### src/rtl/ddr_readout_scheduler_pkg.sv
// Shared types and defaults for the DDR readout scheduler.
// Optional feature macro: DDR_SCHED_TIMEOUT_EN (drain timeout abort).
package ddr_sched_pkg;

    typedef enum logic [1:0] {
        StIdle,
        StDrain,
        StGap
    } sched_state_e;

    localparam int unsigned DefNch     = 4;
    localparam int unsigned DefGapCyc  = 4;
    localparam int unsigned DefTimeout = 65535;
    localparam int unsigned DefCntW    = 16;

    // Channel index width; never narrower than one bit.
    function automatic int unsigned chan_w(input int unsigned n);
        return (n > 2) ? $clog2(n) : 1;
    endfunction

endpackage

### src/rtl/ddr_readout_scheduler_if.sv
// Request/grant bundle between the memory FIFOs and the readout scheduler.
// master: scheduler side; slave: FIFO/datapath side.
interface ddr_readout_scheduler_if
    import ddr_sched_pkg::*;
#(
    parameter int unsigned NCH   = DefNch,
    parameter int unsigned CNT_W = DefCntW
);
    localparam int unsigned ChW = chan_w(NCH);

    logic             enable_i;
    logic [NCH-1:0]   fifo_full_i;
    logic [NCH-1:0]   fifo_empty_i;
    logic             ddr3_full_i;
    logic [NCH-1:0]   grant_o;
    logic [ChW-1:0]   chan_o;
    logic             data_valid;
    logic [CNT_W-1:0] blk_cnt_o;
    logic             timeout_o;

    modport master (
        input  enable_i, fifo_full_i, fifo_empty_i, ddr3_full_i,
        output grant_o, chan_o, data_valid, blk_cnt_o, timeout_o
    );

    modport slave (
        output enable_i, fifo_full_i, fifo_empty_i, ddr3_full_i,
        input  grant_o, chan_o, data_valid, blk_cnt_o, timeout_o
    );

endinterface

### src/rtl/ddr_readout_scheduler_rr_arbiter.sv
// Combinational round-robin pick: first requester after `last`, modulo NCH.
module rr_arbiter
    import ddr_sched_pkg::*;
#(
    parameter int unsigned NCH = DefNch
) (
    input  logic [NCH-1:0]              req_i,
    input  logic [chan_w(NCH)-1:0]      last_i,
    output logic [NCH-1:0]              gnt_o,
    output logic [chan_w(NCH)-1:0]      idx_o
);

    logic found;

    // Scan last+1 .. last+NCH and keep the first hit.
    always_comb begin
        gnt_o = '0;
        idx_o = '0;
        found = 1'b0;
        for (int unsigned k = 1; k <= NCH; k++) begin
            int unsigned c;
            c = (32'(last_i) + k) % NCH;
            if (!found && req_i[c]) begin
                gnt_o[c] = 1'b1;
                idx_o    = chan_w(NCH)'(c);
                found    = 1'b1;
            end
        end
    end

endmodule

### src/rtl/ddr_readout_scheduler.sv
// Round-robin owner of the shared DDR3 readout gate.
// Optional feature macro: DDR_SCHED_TIMEOUT_EN (abort a drain after TIMEOUT cycles).
module ddr_readout_scheduler
    import ddr_sched_pkg::*;
#(
    parameter int unsigned NCH     = DefNch,
    parameter int unsigned GAP_CYC = DefGapCyc,
    parameter int unsigned TIMEOUT = DefTimeout,
    parameter int unsigned CNT_W   = DefCntW
) (
    input  logic                     clk,
    input  logic                     resetn_i,
    ddr_readout_scheduler_if.master  bus
);

    localparam int unsigned ChW  = chan_w(NCH);
    localparam int unsigned GapW = (GAP_CYC > 1) ? $clog2(GAP_CYC) : 1;

    if (NCH < 2 || NCH > 16 || GAP_CYC < 1 || TIMEOUT < 2) begin : g_param_err
        $error("ddr_readout_scheduler: parameter out of range");
    end

    sched_state_e     state_q;
    logic [NCH-1:0]   grant_q;
    logic [ChW-1:0]   chan_q;
    logic [ChW-1:0]   last_q;
    logic             dv_q;
    logic [CNT_W-1:0] blk_q;
    logic [GapW-1:0]  gap_q;

    logic [NCH-1:0]   pick_gnt;
    logic [ChW-1:0]   pick_idx;
    logic             empty_sel;
    logic             start;

    rr_arbiter #(
        .NCH (NCH)
    ) u_arb (
        .req_i  (bus.fifo_full_i),
        .last_i (last_q),
        .gnt_o  (pick_gnt),
        .idx_o  (pick_idx)
    );

    // Only the granted channel's empty flag can end a drain.
    assign empty_sel = bus.fifo_empty_i[chan_q];
    assign start     = bus.enable_i & ~bus.ddr3_full_i & (|bus.fifo_full_i);

`ifdef DDR_SCHED_TIMEOUT_EN
    localparam int unsigned TimeW = $clog2(TIMEOUT);
    logic [TimeW-1:0] drn_q;
    logic             to_q;

    // Drain-length watchdog; empty on the same edge wins over the abort.
    always_ff @(posedge clk or negedge resetn_i) begin
        if (!resetn_i) begin
            drn_q <= '0;
            to_q  <= 1'b0;
        end else begin
            to_q <= 1'b0;
            if (state_q == StIdle) begin
                drn_q <= '0;
            end else if (state_q == StDrain && !empty_sel) begin
                if (drn_q == TimeW'(TIMEOUT - 1)) begin
                    to_q <= 1'b1;
                end else begin
                    drn_q <= drn_q + TimeW'(1);
                end
            end
        end
    end

    logic abort;
    assign abort = (drn_q == TimeW'(TIMEOUT - 1)) & ~empty_sel;
    assign bus.timeout_o = to_q;
`else
    logic abort;
    assign abort = 1'b0;
    assign bus.timeout_o = 1'b0;
`endif

    // Scheduler FSM with registered grant, gate and block counter.
    always_ff @(posedge clk or negedge resetn_i) begin
        if (!resetn_i) begin
            state_q <= StIdle;
            grant_q <= '0;
            chan_q  <= '0;
            last_q  <= ChW'(NCH - 1);
            dv_q    <= 1'b0;
            blk_q   <= '0;
            gap_q   <= '0;
        end else begin
            unique case (state_q)
                StIdle: begin
                    if (start) begin
                        state_q <= StDrain;
                        grant_q <= pick_gnt;
                        chan_q  <= pick_idx;
                        last_q  <= pick_idx;
                        dv_q    <= 1'b1;
                    end
                end
                StDrain: begin
                    if (empty_sel || abort) begin
                        state_q <= StGap;
                        grant_q <= '0;
                        dv_q    <= 1'b0;
                        gap_q   <= '0;
                        if (empty_sel) begin
                            blk_q <= blk_q + CNT_W'(1);
                        end
                    end
                end
                StGap: begin
                    if (gap_q == GapW'(GAP_CYC - 1)) begin
                        state_q <= StIdle;
                    end else begin
                        gap_q <= gap_q + GapW'(1);
                    end
                end
                default: state_q <= StIdle;
            endcase
        end
    end

    assign bus.grant_o    = grant_q;
    assign bus.chan_o     = chan_q;
    assign bus.data_valid = dv_q;
    assign bus.blk_cnt_o  = blk_q;

endmodule
### src/flat_wrapper.sv
// flat-port wrapper written by rule: the top's interface ports become plain ports
module ddr_readout_scheduler_flat import ddr_sched_pkg::*;
#(
    parameter int unsigned NCH     = DefNch,
    parameter int unsigned GAP_CYC = DefGapCyc,
    parameter int unsigned TIMEOUT = DefTimeout,
    parameter int unsigned CNT_W   = DefCntW
)
  (clk, resetn_i, bus_enable_i, bus_fifo_full_i, bus_fifo_empty_i, bus_ddr3_full_i, bus_grant_o, bus_chan_o, bus_data_valid, bus_blk_cnt_o, bus_timeout_o);
  ddr_readout_scheduler_if #(.NCH(NCH), .CNT_W(CNT_W)) bus_i ();
  input  logic clk;
  input  logic resetn_i;
  input wire logic [$bits(bus_i.enable_i)-1:0] bus_enable_i;
  input wire logic [$bits(bus_i.fifo_full_i)-1:0] bus_fifo_full_i;
  input wire logic [$bits(bus_i.fifo_empty_i)-1:0] bus_fifo_empty_i;
  input wire logic [$bits(bus_i.ddr3_full_i)-1:0] bus_ddr3_full_i;
  output wire logic [$bits(bus_i.grant_o)-1:0] bus_grant_o;
  output wire logic [$bits(bus_i.chan_o)-1:0] bus_chan_o;
  output wire logic [$bits(bus_i.data_valid)-1:0] bus_data_valid;
  output wire logic [$bits(bus_i.blk_cnt_o)-1:0] bus_blk_cnt_o;
  output wire logic [$bits(bus_i.timeout_o)-1:0] bus_timeout_o;
  assign bus_i.enable_i = bus_enable_i;
  assign bus_i.fifo_full_i = bus_fifo_full_i;
  assign bus_i.fifo_empty_i = bus_fifo_empty_i;
  assign bus_i.ddr3_full_i = bus_ddr3_full_i;
  assign bus_grant_o = bus_i.grant_o;
  assign bus_chan_o = bus_i.chan_o;
  assign bus_data_valid = bus_i.data_valid;
  assign bus_blk_cnt_o = bus_i.blk_cnt_o;
  assign bus_timeout_o = bus_i.timeout_o;
  ddr_readout_scheduler #(.NCH(NCH), .GAP_CYC(GAP_CYC), .TIMEOUT(TIMEOUT), .CNT_W(CNT_W)) u_core (.clk(clk), .resetn_i(resetn_i), .bus(bus_i));
endmodule
### config.mk
export PLATFORM = sky130hd
export DESIGN_NAME = ddr_readout_scheduler_flat
export DESIGN_NICKNAME = d
export VERILOG_FILES = /design/src/rtl/ddr_readout_scheduler_pkg.sv /design/src/rtl/ddr_readout_scheduler_if.sv /design/src/rtl/ddr_readout_scheduler_rr_arbiter.sv /design/src/rtl/ddr_readout_scheduler.sv /design/src/flat_wrapper.sv
export SDC_FILE = /design/constraint.sdc
export NUM_CORES = 1
export LEC_CHECK = 0
export CAP_MARGIN = 20
export CORE_ASPECT_RATIO = 0.9
export CORE_UTILIZATION = 40
export CTS_BUF_LIST = sky130_fd_sc_hd__clkbuf_16
export DETAILED_ROUTE_END_ITERATION = 10
export GPL_TIMING_DRIVEN = 0
export PLACE_DENSITY = 0.7
export SYNTH_ARGS = -nofsm -noshare
export SYNTH_HDL_FRONTEND = slang
export SYNTH_HIERARCHICAL = 1
export SYNTH_SLANG_ARGS = --single-unit
### constraint.sdc
create_clock -name clk -period 6 [get_ports clk]
set_clock_uncertainty 0.2 [all_clocks]
set_input_delay 0.9 -clock clk [delete_from_list [all_inputs] [get_ports clk]]
set_output_delay 0.9 -clock clk [all_outputs]
set_load 0.02 [all_outputs]
### After elaboration in Yosys (flattened, before gate mapping)

Cells that the tools add are included.

| word-level totals | value |
|---|---|
| bits in latches | 0 |
| output and inout port bits | 24 |
| input bits | 12 |
| flip-flop bits (word level) | 29 |
| memories kept | 0 |
| bits in writable memories | 0 |
| bits in read-only memories | 0 |
| logic and storage cells | 96 |

| cells by class | value |
|---|---|
| bitwise operators | 6 |
| reduce and logical (&&, ||, !) cells | 19 |
| shifts and indexed selects | 0 |
| add/sub/neg operators | 6 |
| equality and inequality tests | 7 |
| $lt $le $gt $ge | 9 |
| muxes and demuxes | 42 |
| div/mod/pow operators | 0 |
| multiply operators | 0 |

Operator list:

| kind | count |
|---|---|
| 4-bit two-way mux | 6 |
| 2-bit two-way mux | 9 |
| 16-bit by 1-bit adder with 16-bit output, second input constant | 1 |
| 2-bit by 3-bit < comparator with 1-bit output, second input constant | 5 |
| 1-bit two-way mux | 14 |
| 4-bit OR | 3 |
| 1-bit binary-select mux with 2-bit select | 5 |
| 3-bit AND reduction | 3 |
| 1-bit demux with 2-bit select | 4 |
| 2-bit by 1-bit greater-or-equal comparator with 1-bit output, second input constant | 4 |
| 4-bit one-hot mux with 2 select lines | 1 |
| 1-bit logical AND | 7 |
| 2-bit by 1-bit adder with 2-bit output, second input constant | 3 |
| 2-bit by 1-bit inequality test with 1-bit output, second input constant | 3 |
| 2-bit one-hot mux with 3 select lines | 1 |
| 2-bit adder, second input constant | 2 |
| 2-bit == test, second input constant | 2 |
| 2-bit one-hot mux with 2 select lines | 1 |
| 2-bit AND reduction | 2 |
| 2-bit nonzero test | 2 |
| 4-bit OR reduction | 1 |
| 1-bit logical NOT | 3 |
| 1-bit AND | 2 |
| 2-bit by 1-bit == test with 1-bit output, second input constant | 1 |
| 4 further kinds | 4 |

### Logic depth before layout (Yosys ltp)

Gate-level depths: netlist of run 1.

| depth | value |
|---|---|
| depth in word-level cells | 15 |
| gate-level depth with buffers | 10 |

### By module

The synthesis of run 1 kept the hierarchy.

By module, submodules not included:

| module | cells each | area an instance (um2) | times used |
|---|---|---|---|
| ddr_readout_scheduler | 111 | 1,303.8 | 1 |
| rr_arbiter | 68 | 545.5 | 1 |

### Worst setup path after synthesis of run 1

No wires, ideal clock.

| path | value |
|---|---|
| path type | flip-flop to flip-flop |
| from | reg u_core.last_q[0] |
| to | reg u_core.grant_q[0] (netlist: u_core/bus.grant_o[0]) |
| required time | 5.674 ns |
| setup slack | 3.469 ns |
| cell stages (with the launch flop) | 11 |
| path buffers | 2 |
| clock period less this slack | 2.531 ns |
| library setup time | 0.126 ns |
| arrival | 2.205 ns |
| path through | dfstp_2 > buf_4 > inv_1 > ha_1 > buf_4 > mux4_2 > nand2_1 > o21ai_0 > a221o_2 > inv_1 > o21ai_0 |

| between the ends | value |
|---|---|
| word-level cells in the longest chain between the ends | 15 |
| elaborated cells on any way between the ends | 50 |
| those cells by class | add/sub (4); order compare (8); mux (25); bitwise (3); reduce/logical (10) |

Ends and longest elaborated chain:

| item | RTL line | text |
|---|---|---|
| start: declaration | ddr_readout_scheduler.sv:26 | `logic [ChW-1:0] last_q;` |
| start signal: assignment | ddr_readout_scheduler.sv:88 | `last_q <= ChW'(NCH - 1);` |
| start signal: assignment | ddr_readout_scheduler.sv:99 | `last_q <= pick_idx;` |
| parallel branches: the longest is 12 deep, another holds 2-bit by 3-bit < comparator with 1-bit output | - |  |
| 4-bit two-way mux (*) | ddr_readout_scheduler_rr_arbiter.sv:23 | `if (!found && req_i[c]) begin` |
| named net u_core.pick_gnt[0] | ddr_readout_scheduler.sv:31 | `logic [NCH-1:0] pick_gnt;` |
| 4-bit two-way mux (*) | ddr_readout_scheduler.sv:95 | `if (start) begin` |
| 4-bit one-hot mux with 2 select lines (*) | ddr_readout_scheduler.sv:93 | `unique case (state_q)` |
| end signal: assignment | ddr_readout_scheduler.sv:97 | `grant_q <= pick_gnt;` |
| end: declaration | ddr_readout_scheduler.sv:24 | `logic [NCH-1:0] grant_q;` |

Mark *: on every way through the listed nets, which the timed path passes. The select of a mux whose other input is x is not followed.
A chain may end at the register's enable or synchronous reset.

### Worst setup path after layout of run 1

| path | value |
|---|---|
| from | in bus_fifo_full_i[2] |
| to | reg u_core.grant_q[1] (netlist: u_core/bus.grant_o[1]) |

| between the ends | value |
|---|---|
| word-level cells in the longest chain between the ends | 14 |
| elaborated cells on any way between the ends | 30 |
| those cells by class | eq/ne (1); mux (17); bitwise (4); reduce/logical (8) |

Ends and longest elaborated chain:

| item | RTL line | text |
|---|---|---|
| start: declaration | flat_wrapper.sv:14 | `input wire logic [$bits(bus_i.fifo_full_i)-1:0] bus_fifo_full_i;` |
| 1-bit binary-select mux with 2-bit select | ddr_readout_scheduler_rr_arbiter.sv:23 |  |
| 1-bit two-way mux (not written as such) | ddr_readout_scheduler_rr_arbiter.sv:23 |  |
| 1-bit two-way mux | ddr_readout_scheduler_rr_arbiter.sv:23 |  |
| 1-bit logical NOT | ddr_readout_scheduler_rr_arbiter.sv:23 |  |
| 1-bit logical AND | ddr_readout_scheduler_rr_arbiter.sv:23 |  |
| 1-bit two-way mux | ddr_readout_scheduler_rr_arbiter.sv:23 |  |
| 1-bit logical NOT | ddr_readout_scheduler_rr_arbiter.sv:23 |  |
| 1-bit logical AND | ddr_readout_scheduler_rr_arbiter.sv:23 |  |
| 1-bit two-way mux | ddr_readout_scheduler_rr_arbiter.sv:23 |  |
| 1-bit logical NOT | ddr_readout_scheduler_rr_arbiter.sv:23 |  |
| 1-bit logical AND | ddr_readout_scheduler_rr_arbiter.sv:23 |  |
| 4-bit two-way mux (*) | ddr_readout_scheduler_rr_arbiter.sv:23 |  |
| named net u_core.pick_gnt[1] | ddr_readout_scheduler.sv:31 |  |
| 4-bit two-way mux (*) | ddr_readout_scheduler.sv:95 |  |
| 4-bit one-hot mux with 2 select lines (*) | ddr_readout_scheduler.sv:93 |  |

The timed path passes the listed nets; every way through them passes the cells marked *. The select of a mux whose other input is x is not followed.

==> results of run 1 <==
## flip-flops by register name (all words and copies together), names as in the netlist
register,count
u_core/bus.chan_o,2
u_core/bus.data_valid,1
u_core/bus.grant_o,4
u_core/bus.blk_cnt_o,16
u_core/gap_q,2
u_core/last_q,2
u_core/state_q,2
## Yosys cell counts, types with 2 or more instances
master,count,share of area (%)
nor3_1,3,0.81
inv_1,9,1.8
o21ai_0,13,3.5
a22oi_1,3,1.2
buf_6,4,2.4
ha_1,10,6.8
dfrtp_1,27,37
mux4_2,3,3.7
nand3_1,11,3.0
and3_1,2,0.68
o211ai_1,2,0.81
dfstp_2,2,2.8
buf_4,5,2.0
a221o_2,4,2.4
xnor2_1,15,7.1
nand4_1,8,2.7
nor2b_1,4,1.4
nand2_1,22,4.5
nor2_1,3,0.61
mux2_2,5,3.0
nor4b_1,2,0.95
## cells by family (layout without fill, tap and decap cells)
family | count (synthesis) | in the layout | share of synthesized area (%)
AOI/OAI and AO/OA | 30 | 30 | 12.7
DFF | 29 | 29 | 39.4
xor gates and xnor gates | 15 | 15 | 7.10
muxes | 9 | 9 | 7.24
adders and majority gates | 10 | 10 | 6.77
buffers and inverters | 19 | 62 | 6.56
and+or+nand+nor | 66 | 66 | 20.1
other | 1 | 1 | 0.203
## layer usage
layer	up-vias	track usage [%]	share of wire [%]
li1	725	-	-
met1	708	22.7	50
met2	19	25.5	46
met3	6	3.63	1.9
met4	0	7.69	1.5
met5	-	0	0
## per-stage QoR
step                      total power, mW  cell area, um^2  hold slack [ns]
final                                1.03             2430            0.269
after global routing                 1.11             2430            0.303
after CTS                            1.04             2430            0.275
after detailed placement            0.807             2290            0.264
after global placement              0.800             2270            0.259
after floorplan                     0.661             1850            0.264
## where the power goes
group / total, mW / internal, mW / switching, mW
clock network: 0.224 / 0.149 / 0.0756
logic: 0.491 / 0.243 / 0.248
registers: 0.313 / 0.252 / 0.0605
## critical path: stages
cell,delay (ns)
clkdlybuf4s50_1,0.54
buf_6,0.16
or3b_1,0.35
a2111o_1,0.36
nand2_1,0.16
a221o_2,0.17
inv_1,0.03
o21ai_0,0.15
## final cells by class
cell class / instances / area share, %
clock buffer: 5 / 5.14
buffer: 10 / 3.60
tap: 62 / 3.19
multi-input combinational: 131 / 41.1
sequential: 29 / 29.9
timing repair buffer: 35 / 15.1
clock inverter: 3 / 0.514
inverter: 9 / 1.39
## worst paths after layout
kind	end	slack, ns	cells past startpoint
setup / recovery	u_core/bus.grant_o[1]	3.17	8
hold / removal	u_core/bus.data_valid	0.27	2
setup reg to reg	u_core/bus.grant_o[1]	3.26	10
hold reg to reg	u_core/bus.data_valid	0.27	2
max in group asynchronous	u_core/last_q[1]	4.25	2
min in group asynchronous	u_core/bus.blk_cnt_o[14]	0.78	1
==> run_results.csv, run 1 <==
group,metric,value,unit
clocking,htreeDepth,2,
setup_path,critical_path_required,5.98,ns
clocking,cts_made_buffers,5,
placement,pre_cts_ws,2.91,ns
min_path,hp-start,"u_core/bus.data_valid",
finish,drive_above_1_share,17.6,%
timing,maxSlewViolCount,0,
drt,num_vias,1458,
global_routing,grt_pass1_vias,1311,
timing,hold_violations,0,
placement,port-buffer-count,34,
floorplan,die_x,73.7,um
setup_path,r2r-start,"u_core/last_q[0]",
finish,num_antenna_cells,0,
min_path,hold_path.class,"reg -> reg",
synth,ys_types,43,
clocking,clock_path_buffers,2,
finish,seq_area,728,um^2
timing,fin_crit_sh,47.2,%
drt,drc,0,
placement,place_inst,276,
drt,wl_per_cell,12.7,um
timing,grt_setup_unrepaired,"false",
global_routing,antenna_found_initial,0,
clocking,cts_tree,"done",
pwr,cellLeakagePower,1.01,nW
global_routing,grt_max_degree,21,
floorplan,ios,36,
synth,async_reset_ff_share,100,%
drt,drt-total-wl,3610,um
timing,relSlewSlack,56.9,%
finish,finish.utilization,54.9,%
global_routing,grt.overflow.total,0,
synth,synth_edf_count,0,
timing,worst_pin_slew,0.640,ns
finish,fillers,409,
floorplan,initial_core_util,41.7,%
pwr,p_per_area,423,nW/um^2
floorplan,die_area,4900,um^2
finish,nNetsFinal,243,
drt,viasPerCell,5.13,
finish,final_cell_mix,"34 x clkdlybuf4s50_1, 27 x dfrtp_1, 22 x nand2_1, 15 x xnor2_1, 13 x o21ai_0",
clocking,cts_setup_buffers,0,
finish,syn2layout_area_growth,31.5,%
setup_path,cp-start-kind,"primary input",
synth,yosys_warnings,6,
finish,layout_commonest_cell,"clkdlybuf4s50_1",
clocking,clk_pin_slew,0.04,ns
timing,fin_crit,2.83,ns
synth,avgSynthCellArea,10.3,um^2
pwr,ir_drop,253,uV
placement,place_congestion,0.865,
synth,ys_seq_area_share,39.4,%
setup_path,timing_worst_setup_path_type,"in -> reg",
clocking,cts.sinks,29,
status,status,"finished, final reports clean",
synth,synth_cells,179,
setup_path,crit_path_max_fanout,10,
synth,synth-seq-cells,29,
setup_path,crit_arrival,2.81,ns
setup_path,startpoint,"bus_fifo_full_i[2]",
finish,stdcell_count,284,
floorplan,num_rows,23,
placement,hpwl,2670,um
flow_run,drv_cap,0,
clocking,postCtsResizedCells,0,
drt,ant_nets,0,
clocking,ctsHoldBuffers,0,
drt,drt_iter0_markers,72,
timing,fmax,353,MHz
synth,synth_area,1850,um^2
floorplan,chipHeight,66.5,um
global_routing,grt_usage,16.7,%
clocking,insertion_delay,0.27,ns
synth,synthFlopType,"dfrtp_1",
timing,layout_setup_ws,3.17,ns
timing,setup_viol,0,
finish,multi_input_area,1000,um^2
setup_path,end_kind,"flip-flop",
global_routing,grt_pass1_wl,6110,um
drt,drtPass1Iterations,4,
floorplan,core_area,4430,um^2
clocking,cts-root-buf,"clkbuf_16",
synth,synthesis.nets,201,
timing,final.setup.tns,0,ns
(Power assumes the default switching activity.)
==> inputs of run 2 (changes only) <==
--- a/config.mk
+++ b/config.mk
@@ -11,7 +11,7 @@
 export CTS_BUF_LIST = sky130_fd_sc_hd__clkbuf_16
 export DETAILED_ROUTE_END_ITERATION = 10
 export GPL_TIMING_DRIVEN = 0
-export PLACE_DENSITY = 0.7
+export PLACE_DENSITY = 0.73
 export SYNTH_ARGS = -nofsm -noshare
 export SYNTH_HDL_FRONTEND = slang
 export SYNTH_HIERARCHICAL = 1
==> constraint.sdc (replaced) <==
create_clock -name clk -period 2.58 [get_ports clk]
set_clock_uncertainty 0.2 [all_clocks]
set_input_delay 0.387 -clock clk [delete_from_list [all_inputs] [get_ports clk]]
set_output_delay 0.387 -clock clk [all_outputs]
set_load 0.02 [all_outputs]
==> run 2 against run 1 <==
  * Combinational power increased to 2.7 times the previous value
  * First-iteration DRC count fell by 46%
  * Die area unchanged
  * Sequential share of layout area fell by 0.88 points
  * Cell area grew 3.0%
  * Clock power rose by 130%
  * Critical path type is now reg -> reg
  * Critical endpoint unchanged
  * Largest cell class unchanged
==> run_results.csv, run 2 (same netlist as run 1, synthesis figures left out) <==
group,metric,value,unit
status,status,"finished, final reports clean",
drt,wl_per_cell,13.0,um
setup_path,end_kind,"flip-flop",
setup_path,cp-start-kind,"flip-flop",
setup_path,cpPeakStageDelay,0.53,ns
finish,num_antenna_cells,0,
pwr,ir_drop,495,uV
clocking,cts.sinks,29,
floorplan,initial_core_util,41.7,%
timing,fin_crit,2.46,ns
drt,ant_nets,0,
setup_path,reg2reg_slack,0.12,ns
drt,drtPass1Iterations,4,
clocking,cts_made_buffers,5,
finish,nNetsFinal,252,
clocking,clk_pin_slew,0.05,ns
drt,drc,0,
setup_path,path_buf_inv,4,
timing,layout_setup_ws,0.123,ns
finish,multi_input_area,1000,um^2
global_routing,grt_usage,17.7,%
floorplan,num_rows,23,
setup_path,crit_path_max_fanout,9,
clocking,clock_path_buffers,2,
setup_path,crit_family,"flip-flops",
floorplan,die_x,73.7,um
global_routing,grt_pass1_wl,6520,um
timing,fmax,407,MHz
finish,final_cell_mix,"34 x clkdlybuf4s50_1, 27 x dfrtp_1, 22 x nand2_1, 15 x xnor2_1, 13 x o21ai_0",
pwr,cellLeakagePower,1.05,nW
placement,place_congestion,0.787,
drt,drt_iter0_markers,39,
clocking,ctsHoldBuffers,0,
clocking,htreeDepth,2,
placement,pre_cts_ws,-0.171,ns
global_routing,antenna_found_initial,0,
floorplan,ios,36,
drt,drt-total-wl,3810,um
finish,seq_area,728,um^2
setup_path,cpMaxStageDelayCell,"dfstp_2",
floorplan,chipHeight,66.5,um
setup_path,worstPathCellList,"buf_6 > clkinvlp_4 > ha_1 > buf_6 > mux4_2 > nand2_1 > o21ai_0 > a221o_2 > inv_1 > o21ai_0",
global_routing,grt_max_degree,19,
setup_path,endpoint,"u_core/bus.grant_o[1]",
drt,viasPerCell,5.10,
finish,largest_reg_flops,16,
setup_path,timing_worst_setup_path_type,"reg -> reg",
timing,fin_crit_sh,95.2,%
finish,drive_above_1_share,20.9,%
global_routing,grt.overflow.total,0,
setup_path,reg2reg_to,"u_core/bus.grant_o[1]",
timing,setup_viol,0,
finish,layout_commonest_cell,"clkdlybuf4s50_1",
global_routing,met2_usage,26.4,%
clocking,cts-root-buf,"clkbuf_16",
global_routing,busiest_layer,"met2",
finish,fillers,408,
floorplan,die_area,4900,um^2
drt,num_vias,1488,
timing,relSlewSlack,55.3,%
timing,worst_pin_slew,0.663,ns
setup_path,startpoint,"u_core/last_q[0]",
min_path,hp-start,"u_core/bus.data_valid",
setup_path,path_depth,10,
flow_run,drv_cap,0,
finish,syn2layout_area_growth,35.5,%
pwr,p_per_area,1010,nW/um^2
global_routing,met3_usage,4.54,%
placement,hpwl,2670,um
setup_path,critical_path_required,2.53,ns
global_routing,grt_pass1_vias,1364,
setup_path,r2r-start,"u_core/last_q[0]",
setup_path,crit_arrival,2.41,ns
min_path,hold_path.class,"reg -> reg",
setup_path,reg2reg_depth,10,
global_routing,grt_use_met1,24.8,%
clocking,insertion_delay,0.27,ns
placement,port-buffer-count,34,
floorplan,core_area,4430,um^2
timing,hold_violations,0,
timing,maxSlewViolCount,0,
timing,final.setup.tns,0,ns
clocking,cts_tree,"done",
-- run 2: worst min-delay path by stage --
stage,endpoint,depth (start not counted)
floorplan,u_core/bus.blk_cnt_o[0],0
global placement,u_core/bus.data_valid,2
detailed placement,u_core/bus.data_valid,2
CTS,u_core/bus.data_valid,2
global route,u_core/bus.blk_cnt_o[15],1
finish,u_core/bus.data_valid,2
-- run 2: layout make-up --
type | instances | area share (%)
clock buffer | 5 | 4.99
tap | 62 | 3.10
clock inverter | 2 | 0.300
timing repair buffer | 44 | 17.4
buffer | 10 | 3.79
sequential | 29 | 29.1
multi-input combinational | 131 | 39.9
inverter | 9 | 1.50
-- run 2: timing repair --
action / 4_1_cts / 5_1_grt
pin swaps: 0 / 1
setup endpoints to repair: 6 / 5
gates resized for setup: 0 / 3
buffers inserted: 2 / 7
-- run 2: per-layer routing --
| layer | vias to the layer above | share of wire, % |
|---|---|---|
| li1 | 738 | - |
| met1 | 711 | 48 |
| met2 | 32 | 47 |
| met3 | 7 | 3.7 |
| met4 | 0 | 1.3 |
| met5 | - | 0 |
-- run 2: stage by stage --
step / cells / hold WS, ns / instance area (um^2) / total power [mW] / util, %
final: 292 / 0.268 / 2510 / 2.53 / 56.6
after global routing: 292 / 0.293 / 2510 / 2.72 / 56.6
after CTS: 285 / 0.276 / 2440 / 2.44 / 55.1
after detailed placement: 276 / 0.264 / 2290 / 1.88 / 51.8
after global placement: 275 / 0.259 / 2270 / 1.86 / 51.2
after floorplan: 179 / -0.109 / 1850 / 1.54 / -
-- run 2: worst register-to-register path, delay by kind of cell, from the launching register on --
family | cells | cell delay [ns]
AO/OA/AOI/OAI | 3 | 0.45
adder cells (fa/ha/maj) | 1 | 0.31
buffers and inverters | 4 | 0.41
flip-flops | 1 | 0.53
multiplexers | 1 | 0.36
AND/OR/NAND/NOR | 1 | 0.09
-- run 2: power by group --
part           switching (mW)  internal [mW]
clock                   0.179          0.343
sequential              0.103          0.585
combinational           0.653          0.666
total                   0.935           1.59
